[config.mk]
export PLATFORM = sky130hd
export DESIGN_NAME = ram_port_arbiter
export DESIGN_NICKNAME = d
export VERILOG_FILES = /design/src/rtl/ram_port_arbiter.sv
export SDC_FILE = /design/constraint.sdc
export NUM_CORES = 1
export LEC_CHECK = 0
export CORE_ASPECT_RATIO = 0.7
export CORE_MARGIN = 5
export CORE_UTILIZATION = 35
export CTS_CLUSTER_DIAMETER = 150
export DETAILED_ROUTE_END_ITERATION = 6
export PLACE_DENSITY_LB_ADDON = 0.1
export SETUP_SLACK_MARGIN = 0.4
export SYNTH_ARGS = -nofsm -noshare
export SYNTH_HDL_FRONTEND = slang
export SYNTH_SLANG_ARGS = --single-unit
[constraint.sdc]
create_clock -name clk -period 2.3 [get_ports clk]
set_input_delay 0.345 -clock clk [delete_from_list [all_inputs] [get_ports clk]]
set_output_delay 0.345 -clock clk [all_outputs]
set_load 0.01 [all_outputs]
[src/rtl/ram_port_arbiter.sv]
// Round-robin arbiter sharing one single-port synchronous RAM between two
// requesters, with a bounded lock and a registered read-return pipeline.
module ram_port_arbiter #(
    parameter int DATA_WIDTH = 32,
    parameter int ADDR_WIDTH = 5,
    parameter int MAX_HOLD   = 4
) (
    input  logic                  clk,
    input  logic                  reset,
    input  logic                  m0_req,
    input  logic                  m0_lock,
    input  logic                  m0_we,
    input  logic [ADDR_WIDTH-1:0] m0_addr,
    input  logic [DATA_WIDTH-1:0] m0_wdata,
    output logic                  m0_gnt,
    output logic                  m0_rvalid,
    output logic [DATA_WIDTH-1:0] m0_rdata,
    input  logic                  m1_req,
    input  logic                  m1_lock,
    input  logic                  m1_we,
    input  logic [ADDR_WIDTH-1:0] m1_addr,
    input  logic [DATA_WIDTH-1:0] m1_wdata,
    output logic                  m1_gnt,
    output logic                  m1_rvalid,
    output logic [DATA_WIDTH-1:0] m1_rdata,
    output logic                  ram_we,
    output logic [ADDR_WIDTH-1:0] ram_addr,
    output logic [DATA_WIDTH-1:0] ram_din,
    input  logic [DATA_WIDTH-1:0] ram_dout
);

    localparam int HW = (MAX_HOLD > 1) ? $clog2(MAX_HOLD) : 1;
    localparam logic [HW-1:0] HOLD_TOP = HW'(MAX_HOLD - 1);

    logic          last_owner;
    logic          locked;
    logic [HW-1:0] hold_cnt;
    logic          rd_pend;
    logic          rd_who;

    logic owner_req;
    logic other_req;
    logic keep;
    logic win_valid;
    logic win_id;
    logic win_lock;
    logic win_we;

    always_comb begin
        owner_req = last_owner ? m1_req : m0_req;
        other_req = last_owner ? m0_req : m1_req;
        keep = locked && owner_req &&
               ((hold_cnt < HOLD_TOP) || !other_req);
        win_valid = m0_req | m1_req;
        if (keep)
            win_id = last_owner;
        else if (m0_req && !m1_req)
            win_id = 1'b0;
        else if (m1_req && !m0_req)
            win_id = 1'b1;
        else
            win_id = ~last_owner;
        win_lock = win_id ? m1_lock : m0_lock;
        win_we   = win_id ? m1_we : m0_we;
    end

    assign m0_gnt = win_valid & ~win_id;
    assign m1_gnt = win_valid & win_id;

    // Idle port drives zeros so the RAM sees no stray writes.
    always_comb begin
        ram_we   = 1'b0;
        ram_addr = '0;
        ram_din  = '0;
        if (win_valid) begin
            ram_we   = win_we;
            ram_addr = win_id ? m1_addr : m0_addr;
            ram_din  = win_id ? m1_wdata : m0_wdata;
        end
    end

    always_ff @(posedge clk or negedge reset) begin
        if (!reset) begin
            last_owner <= 1'b1;
            locked     <= 1'b0;
            hold_cnt   <= '0;
            rd_pend    <= 1'b0;
            rd_who     <= 1'b0;
            m0_rvalid  <= 1'b0;
            m1_rvalid  <= 1'b0;
            m0_rdata   <= '0;
            m1_rdata   <= '0;
        end else begin
            if (win_valid) begin
                last_owner <= win_id;
                locked     <= win_lock;
                if (win_id == last_owner && locked)
                    hold_cnt <= (hold_cnt == HOLD_TOP) ?
                                hold_cnt : hold_cnt + 1'b1;
                else
                    hold_cnt <= '0;
            end else begin
                locked   <= 1'b0;
                hold_cnt <= '0;
            end
            // Stage 1 tracks the read in flight; stage 2 captures dout.
            rd_pend   <= win_valid & ~win_we;
            rd_who    <= win_id;
            m0_rvalid <= rd_pend & ~rd_who;
            m1_rvalid <= rd_pend & rd_who;
            if (rd_pend && !rd_who)
                m0_rdata <= ram_dout;
            if (rd_pend && rd_who)
                m1_rdata <= ram_dout;
        end
    end

endmodule

==> results of run 1 <==
[stage by stage]
stage	util, %	instances	total power, mW	setup TNS [ps]	instance area, sq um
2_1_floorplan	-	218	2.721	0	3167
3_3_place_gp	62.56	560	4.087	-11320	5584
3_5_place_dp	62.56	560	4.135	-12650	5584
4_1_cts	69.44	598	5.873	-2954	6198
5_1_grt	69.97	599	6.108	-5607	6246
6_report	69.97	599	5.815	-3179	6246
[cell type report]
class | count | share of cell area (%)
Sequential cell | 72 | 28.87
Clock inverter | 6 | 1.843
Clock buffer | 10 | 3.666
Inverter | 5 | 0.3005
Timing Repair Buffer | 256 | 42.39
Tap cell | 124 | 2.484
Multi-Input combinational cell | 126 | 20.45
[layout by cell type (no fill, tap or decap), types with 5 or more instances in the layout]
cell,count
buf_12,7
clkdlybuf4s50_1,178
a22o_1,40
buf_2,25
clkbuf_16,9
buf_16,9
buf_4,17
buf_6,20
inv_1,5
dfrtp_1,71
mux2_2,64
[critical path, delay by kind of cell, from the launching register on]
family	cells	cell delay, ps
and+or+nand+nor	1	160
adders and majority gates	1	190
buffers and inverters	5	660
DFF	1	410
AOI/OAI and AO/OA	2	370
[state kept, by name, indices dropped and copies added, names as in the netlist]
register and cells:
hold_cnt 2, m0_rdata 32, m0_rvalid 1, m1_rvalid 1, last_owner 1, rd_who 1, m1_rdata 32, rd_pend 1
locked 1
[worst max-delay path by stage]
stage                            startpoint     endpoint  slack, ps  cells past startpoint
finish              hold_cnt[1]$_DFFE_PN0P_  ram_din[10]       -180                      9
floorplan           hold_cnt[0]$_DFFE_PN0P_  ram_din[11]        410                      5
global placement                     m0_req  ram_addr[1]       -370                      6
CTS                 hold_cnt[1]$_DFFE_PN0P_  ram_din[10]       -190                      9
global route        hold_cnt[1]$_DFFE_PN0P_  ram_addr[0]       -260                      9
detailed placement                   m0_req  ram_addr[1]       -400                      6
[logic make-up (layout without fill, tap and decap cells)]
group / after synthesis / after routing
flip-flops: 72 / 72
adder cells (fa/ha/maj): 1 / 1
multiplexers: 65 / 65
buffers and inverters: 20 / 277
XOR/XNOR: 1 / 1
AO/OA/AOI/OAI: 45 / 45
AND/OR/NAND/NOR: 14 / 14
[routing by layer]
metal	up-vias	share of wire, %	GRT usage (%)
met4	0	2.1	7.337
met3	18	9.9	8.159
met5	-	0	0
met1	1380	38	23.73
met2	138	50	36.83
li1	1326	-	-
[power breakdown]
group / internal (mW) / switching (mW) / total (mW)
clock: 1.06 / 0.515 / 1.58
combinational: 1.50 / 0.839 / 2.34
sequential: 1.68 / 0.217 / 1.90
[timing repair]
action / in CTS / in global routing
setup endpoints to repair: 40 / 42
pin swaps: 25 / 3
buffers inserted: 13 / 1
cloned: 9 / 0
resized for setup: 194 / 6
==> flow_results.xml, run 1 <==
<?xml version="1.0" encoding="UTF-8"?>
<metrics>
  <group name="run_status">
    <metric name="status" unit="">finished, violations left</metric>
    <metric name="violations" unit="">setup timing</metric>
  </group>
  <group name="detailed_routing">
    <metric name="via_count" unit="">2862</metric>
    <metric name="iteration_count_of_the_initial_detailed_routing_pass" unit="">4</metric>
    <metric name="drt-initial-drc-count" unit="">109</metric>
    <metric name="post_drt_wl_per_cell" unit="um">19.58</metric>
    <metric name="drt.antenna.violating_nets" unit="">0</metric>
    <metric name="remaining_design_rule_violation_count" unit="">0</metric>
    <metric name="via_per_inst" unit="">4.778</metric>
    <metric name="totalWireLength" unit="um">11730</metric>
  </group>
  <group name="grt">
    <metric name="grt_overflow" unit="">0</metric>
    <metric name="gr-usage-all-layers" unit="%">21.05</metric>
    <metric name="number_of_antenna_violations_at_the_first_check_in_global_routing" unit="">0</metric>
    <metric name="first_pass_grt_wire_length" unit="um">17060</metric>
    <metric name="grt_pass1_vias" unit="">3105</metric>
    <metric name="grt_start_max_net_pins" unit="">73</metric>
  </group>
  <group name="floorplanning">
    <metric name="core_area" unit="sq um">8926</metric>
    <metric name="placement_rows" unit="">29</metric>
    <metric name="boundaryPins" unit="">220</metric>
    <metric name="die_y" unit="um">89.46</metric>
    <metric name="die-area" unit="sq um">11050</metric>
    <metric name="die_width" unit="um">123.5</metric>
    <metric name="initial_core_util" unit="%">35.37</metric>
  </group>
  <group name="cts">
    <metric name="clock_latency" unit="ps">330</metric>
    <metric name="hold_buffers" unit="">0</metric>
    <metric name="clkSinkCount" unit="">72</metric>
    <metric name="number_of_h_tree_levels" unit="">3</metric>
    <metric name="cts_tree" unit="">done</metric>
    <metric name="numCtsBuffers" unit="">9</metric>
    <metric name="clock_transition_at_path_regs" unit="ps">60</metric>
    <metric name="cts_max_path_buffers" unit="">2</metric>
    <metric name="clock_tree.root_cell" unit="">clkbuf_16</metric>
  </group>
  <group name="sta">
    <metric name="rsz0062_at_grt" unit="">yes</metric>
    <metric name="layout_worst_path_cycle_share" unit="%">107.9</metric>
    <metric name="finClkSkew" unit="ps">8.555</metric>
    <metric name="fin_ws" unit="ps">-181.3</metric>
    <metric name="fin_worst_hold_slack" unit="ps">39.66</metric>
    <metric name="report.final.hold_viol_count" unit="">0</metric>
    <metric name="worst_pin_slew" unit="ps">373.8</metric>
    <metric name="report.final.setup_viol" unit="">31</metric>
    <metric name="achievable-frequency" unit="MHz">403.0</metric>
    <metric name="max_slew_margin" unit="%">75.03</metric>
    <metric name="final_period_minus_worst_setup_slack" unit="ps">2481</metric>
    <metric name="drv_slew" unit="">0</metric>
  </group>
  <group name="worst_hold_path">
    <metric name="hp-class" unit="">in -&gt; async</metric>
  </group>
  <group name="finish">
    <metric name="antennaDiodeCount" unit="">0</metric>
    <metric name="synthToLayoutAreaGrowth" unit="%">97.86</metric>
    <metric name="multiInputGateArea" unit="sq um">1277</metric>
    <metric name="fillers" unit="">682</metric>
    <metric name="drive_gt1_share" unit="%">34.53</metric>
    <metric name="regArea" unit="sq um">1803</metric>
    <metric name="nNetsFinal" unit="">585</metric>
  </group>
  <group name="synthesis">
    <metric name="synth.net_count" unit="">333</metric>
    <metric name="postSynthCellCount" unit="">218</metric>
    <metric name="synthesis.area" unit="sq um">3157</metric>
    <metric name="yosys.area_share.adder" unit="%">0.3964</metric>
    <metric name="synth_top_cell_area_share" unit="%">56.28</metric>
    <metric name="synth_mux_area_share" unit="%">23.15</metric>
    <metric name="number_of_enable_flip_flop_cells_after_synthesis" unit="">0</metric>
    <metric name="synth_common_cells" unit="">dfrtp_1, mux2_2, a22o_1, buf_2, inv_1</metric>
    <metric name="synth_compound_area_share" unit="%">12.88</metric>
    <metric name="synthTopCellsByArea" unit="">dfrtp_1, mux2_2, a22o_1</metric>
    <metric name="ys_warnings" unit="">0</metric>
    <metric name="post_synth_xor_area_fraction" unit="%">0.2774</metric>
    <metric name="synth_ff_type" unit="">dfrtp_1</metric>
    <metric name="synthArstFlopShare" unit="%">100.0</metric>
    <metric name="proportion_of_synthesized_chip_area_in_sequential_cells" unit="%">57.11</metric>
    <metric name="synth.avg_cell_area" unit="sq um">14.48</metric>
    <metric name="synth_simple_gate_area_share" unit="%">2.576</metric>
    <metric name="ys_seq_elements" unit="">72</metric>
    <metric name="netlist-cell-type-count" unit="">25</metric>
    <metric name="top_count_cell_post_synth" unit="">dfrtp_1</metric>
    <metric name="synth_top_family_by_area" unit="">multiplexers</metric>
    <metric name="yosys.area.top_type" unit="">dfrtp_1</metric>
  </group>
  <group name="placed_design">
    <metric name="globalplace.congestion" unit="">0.8471</metric>
    <metric name="pre_cts_slack" unit="ps">-399.3</metric>
    <metric name="place.port_buffers" unit="">219</metric>
    <metric name="dp_hpwl" unit="um">8438</metric>
  </group>
  <group name="critical_path">
    <metric name="reg2reg_from" unit="">hold_cnt[1]$_DFFE_PN0P_</metric>
    <metric name="critPathArrivalTime" unit="ps">2140</metric>
    <metric name="path_cells" unit="">ha_4, nand2b_4, buf_6, a211oi_4, buf_6, buf_12, buf_16, a22o_1, buf_2</metric>
    <metric name="path_max_fanout" unit="">9</metric>
    <metric name="rr_endpoint" unit="">rd_pend$_DFF_PN0_</metric>
    <metric name="cpMostUsedCell" unit="">buf_6</metric>
    <metric name="critPathCaptureType" unit="">output port</metric>
    <metric name="r2r_setup_slack" unit="ps">360</metric>
    <metric name="reg2reg_depth" unit="">9</metric>
    <metric name="max_stage_delay" unit="ps">410</metric>
    <metric name="crit_path_top_delay_cell" unit="">dfrtp_1</metric>
    <metric name="worst_setup_path_start_kind" unit="">register</metric>
    <metric name="critical_path_class" unit="">reg -&gt; out</metric>
    <metric name="data_required_time_of_the_critical_path" unit="ps">1960</metric>
  </group>
  <group name="power">
    <metric name="power-per-cell-area" unit="nW/um^2">931.0</metric>
    <metric name="irDropWorstVdd" unit="mV">0.4894</metric>
    <metric name="leakagePower" unit="nW">2.715</metric>
  </group>
  <group name="run">
    <metric name="drv_cap" unit="">0</metric>
  </group>
</metrics>
Note: power is estimated with default switching activity, not from simulation.
==> run 2, diff against run 1 <==
--- a/config.mk
+++ b/config.mk
@@ -8,7 +8,6 @@
 export CORE_ASPECT_RATIO = 0.7
 export CORE_MARGIN = 5
 export CORE_UTILIZATION = 35
-export CTS_CLUSTER_DIAMETER = 150
 export DETAILED_ROUTE_END_ITERATION = 6
 export PLACE_DENSITY_LB_ADDON = 0.1
 export SETUP_SLACK_MARGIN = 0.4
==> results of run 2 <==
The final DEF is identical to that of run 1; final timing and power are the same.
==> run 3, diff against run 2 <==
--- a/config.mk
+++ b/config.mk
@@ -6,10 +6,11 @@
 export NUM_CORES = 1
 export LEC_CHECK = 0
 export CORE_ASPECT_RATIO = 0.7
-export CORE_MARGIN = 5
+export CORE_MARGIN = 4
 export CORE_UTILIZATION = 35
 export DETAILED_ROUTE_END_ITERATION = 6
-export PLACE_DENSITY_LB_ADDON = 0.1
+export GPL_TIMING_DRIVEN = 0
+export PLACE_DENSITY = 0.85
 export SETUP_SLACK_MARGIN = 0.4
 export SYNTH_ARGS = -nofsm -noshare
 export SYNTH_HDL_FRONTEND = slang
==> run 3 against run 2 <==
- the flow still finishes with violations (setup timing)
- maximum frequency increased by 5.8%
- sequential share of layout area up 1.6 points
- clock skew fell by 2.7 ps
- critical path type unchanged
- highest routed layer unchanged
==> flow_results.xml, run 3 (synthesis results as in run 1) <==
<?xml version="1.0" encoding="UTF-8"?>
<metrics>
  <group name="detailed_routing">
    <metric name="highest-signal-layer" unit="">met4</metric>
    <metric name="iteration_count_of_the_initial_detailed_routing_pass" unit="">4</metric>
    <metric name="m1WireLength" unit="um">4284</metric>
    <metric name="drt.antenna.violating_nets" unit="">0</metric>
    <metric name="routed-wl-met3" unit="um">1251</metric>
    <metric name="post_drt_wl_per_cell" unit="um">19.80</metric>
    <metric name="wl_met2" unit="um">5742</metric>
    <metric name="remaining_design_rule_violation_count" unit="">0</metric>
    <metric name="via_per_inst" unit="">4.857</metric>
    <metric name="drt-initial-drc-count" unit="">145</metric>
    <metric name="totalWireLength" unit="um">11640</metric>
    <metric name="via_count" unit="">2856</metric>
  </group>
  <group name="placed_design">
    <metric name="dp_hpwl" unit="um">9293</metric>
    <metric name="place.port_buffers" unit="">219</metric>
    <metric name="globalplace.congestion" unit="">0.8594</metric>
  </group>
  <group name="cts">
    <metric name="clkSinkCount" unit="">72</metric>
    <metric name="cts_max_path_buffers" unit="">2</metric>
    <metric name="clock_tree.root_cell" unit="">clkbuf_16</metric>
    <metric name="hold_buffers" unit="">0</metric>
    <metric name="clock_latency" unit="ps">320</metric>
    <metric name="numCtsBuffers" unit="">9</metric>
    <metric name="clock_transition_at_path_regs" unit="ps">60</metric>
    <metric name="cts_tree" unit="">done</metric>
    <metric name="number_of_h_tree_levels" unit="">3</metric>
  </group>
  <group name="critical_path">
    <metric name="critPathArrivalTime" unit="ps">2000</metric>
    <metric name="reg2reg_depth" unit="">3</metric>
    <metric name="reg2reg_from" unit="">rd_who$_DFF_PN0_</metric>
    <metric name="path_max_fanout" unit="">10</metric>
    <metric name="data_required_time_of_the_critical_path" unit="ps">1960</metric>
    <metric name="critical_path_class" unit="">reg -&gt; out</metric>
    <metric name="worst_setup_path_start_kind" unit="">register</metric>
    <metric name="rr_endpoint" unit="">m1_rdata[16]$_DFFE_PN0P_</metric>
    <metric name="critPathCaptureType" unit="">output port</metric>
    <metric name="r2r_setup_slack" unit="ps">620</metric>
  </group>
  <group name="sta">
    <metric name="drv_slew" unit="">0</metric>
    <metric name="final_period_minus_worst_setup_slack" unit="ps">2345</metric>
    <metric name="achievable-frequency" unit="MHz">426.4</metric>
    <metric name="worst_pin_slew" unit="ps">905.8</metric>
    <metric name="report.final.hold_viol_count" unit="">0</metric>
    <metric name="max_slew_margin" unit="%">39.62</metric>
    <metric name="finClkSkew" unit="ps">5.815</metric>
    <metric name="report.final.setup_viol" unit="">30</metric>
    <metric name="rsz0062_at_grt" unit="">yes</metric>
    <metric name="fin_ws" unit="ps">-45.30</metric>
    <metric name="fin_worst_hold_slack" unit="ps">129.2</metric>
    <metric name="layout_worst_path_cycle_share" unit="%">102.0</metric>
  </group>
  <group name="worst_hold_path">
    <metric name="hp-class" unit="">in -&gt; async</metric>
  </group>
  <group name="power">
    <metric name="leakagePower" unit="nW">2.567</metric>
    <metric name="comb_power_share" unit="%">40.4</metric>
    <metric name="power-per-cell-area" unit="nW/um^2">927.4</metric>
    <metric name="total_power_draw" unit="mW">5.484</metric>
    <metric name="power.net_switching" unit="mW">1.556</metric>
    <metric name="share_seq_of_total_power" unit="%">34.7</metric>
    <metric name="netSwitchingFraction" unit="%">28.37</metric>
    <metric name="clock_power_share" unit="%">24.9</metric>
    <metric name="irDropWorstVdd" unit="mV">0.5863</metric>
    <metric name="p_int" unit="mW">3.928</metric>
  </group>
  <group name="run_status">
    <metric name="status" unit="">finished, violations left</metric>
    <metric name="violations" unit="">setup timing</metric>
  </group>
  <group name="grt">
    <metric name="grt_pass1_vias" unit="">3097</metric>
    <metric name="grt_overflow" unit="">0</metric>
    <metric name="number_of_antenna_violations_at_the_first_check_in_global_routing" unit="">1</metric>
    <metric name="grt_start_max_net_pins" unit="">73</metric>
    <metric name="gr-usage-all-layers" unit="%">21.82</metric>
    <metric name="first_pass_grt_wire_length" unit="um">17370</metric>
  </group>
  <group name="finish">
    <metric name="layout_commonest_cell" unit="">clkdlybuf4s50_1</metric>
    <metric name="layout_common_cells" unit="">clkdlybuf4s50_1, dfrtp_1, mux2_2</metric>
    <metric name="multiInputGateArea" unit="sq um">1267</metric>
    <metric name="reg_top3" unit="">m0_rdata x32, m1_rdata x32, hold_cnt x2</metric>
    <metric name="fillers" unit="">661</metric>
    <metric name="drive_gt1_share" unit="%">32.12</metric>
    <metric name="regArea" unit="sq um">1803</metric>
    <metric name="nNetsFinal" unit="">577</metric>
    <metric name="synthToLayoutAreaGrowth" unit="%">87.32</metric>
  </group>
  <group name="floorplanning">
    <metric name="die_width" unit="um">121.5</metric>
    <metric name="die-area" unit="sq um">10630</metric>
    <metric name="die_y" unit="um">87.46</metric>
    <metric name="core_area" unit="sq um">8618</metric>
    <metric name="placement_rows" unit="">28</metric>
    <metric name="boundaryPins" unit="">220</metric>
    <metric name="initial_core_util" unit="%">36.63</metric>
  </group>
  <group name="run">
    <metric name="drv_cap" unit="">0</metric>
  </group>
</metrics>
## run 3: changes by cell type in the layout (fill, tap and decap cells not counted), moves of 2 or more
cell / before / now
buf_16: 9 / 1
bufinv_16: 3 / 1
buf_12: 7 / 1
buf_4: 17 / 12
buf_8: 0 / 6
buf_1: 0 / 3
buf_2: 25 / 27
## run 3: area by class of cell
| type | count | share of cell area [%] |
|---|---|---|
| timing repair buffer | 233 | 37.73 |
| clock inverter | 6 | 1.164 |
| sequential | 72 | 30.49 |
| antenna | 1 | 0.04232 |
| buffer | 15 | 2.412 |
| tap | 120 | 2.539 |
| multi-input combinational | 126 | 21.43 |
| inverter | 5 | 0.3174 |
| clock buffer | 10 | 3.872 |
## run 3: repair_timing
item / CTS / global route
endpoints found under the setup margin: 40 / 40
cloned: 1 / 1
buffers inserted: 7 / 5
pin swaps: 13 / 6
resized for setup: 199 / 6
## run 3: per-stage QoR
| step | std cells | instance area [sq um] | setup WS [ps] | util, % | TNS, ps |
|---|---|---|---|---|---|
| floorplan | 218 | 3167 | 414.4 | - | 0 |
| global placement | 557 | 5509 | -1436 | 63.92 | -119260 |
| detailed placement | 557 | 5507 | -559.1 | 63.89 | -19030 |
| CTS | 581 | 5846 | -38.10 | 67.83 | -300.5 |
| global route | 588 | 5913 | -123.6 | 68.61 | -2944 |
| finish | 588 | 5913 | -45.30 | 68.61 | -612.9 |
## run 3: critical path, stage by stage (launching register included)
cell and delay (ps):
dfrtp_1 410, ha_4 200, and4bb_1 340, a211oi_4 60, buf_12 150, buf_8 130, a22o_1 260, buf_6 130
## run 3: routing by layer
metal  up-vias  track usage, %
li1       1307               -
met2       157           38.10
met1      1364           23.65
met3        28           9.610
met5         -               0
met4         0           8.037
## run 3: worst max-delay path by stage
stage / startpoint / endpoint / depth (start not counted)
2_1_floorplan: hold_cnt[0]$_DFFE_PN0P_ / ram_din[11] / 5
3_3_place_gp: reset / m1_rdata[6]$_DFFE_PN0P_ / 1
3_5_place_dp: m0_req / ram_din[11] / 6
4_1_cts: hold_cnt[1]$_DFFE_PN0P_ / ram_din[9] / 7
5_1_grt: hold_cnt[0]$_DFFE_PN0P_ / ram_din[9] / 7
6_report: hold_cnt[0]$_DFFE_PN0P_ / ram_din[14] / 7
## run 3: power groups by stage
stage	sequential [mW]	combinational, mW	clock, mW
2_1_floorplan	2.09	0.633	0
3_3_place_gp	1.90	2.14	0
3_5_place_dp	1.92	2.19	0
4_1_cts	1.91	2.22	1.40
5_1_grt	1.97	2.35	1.45
6_report	1.90	2.22	1.37
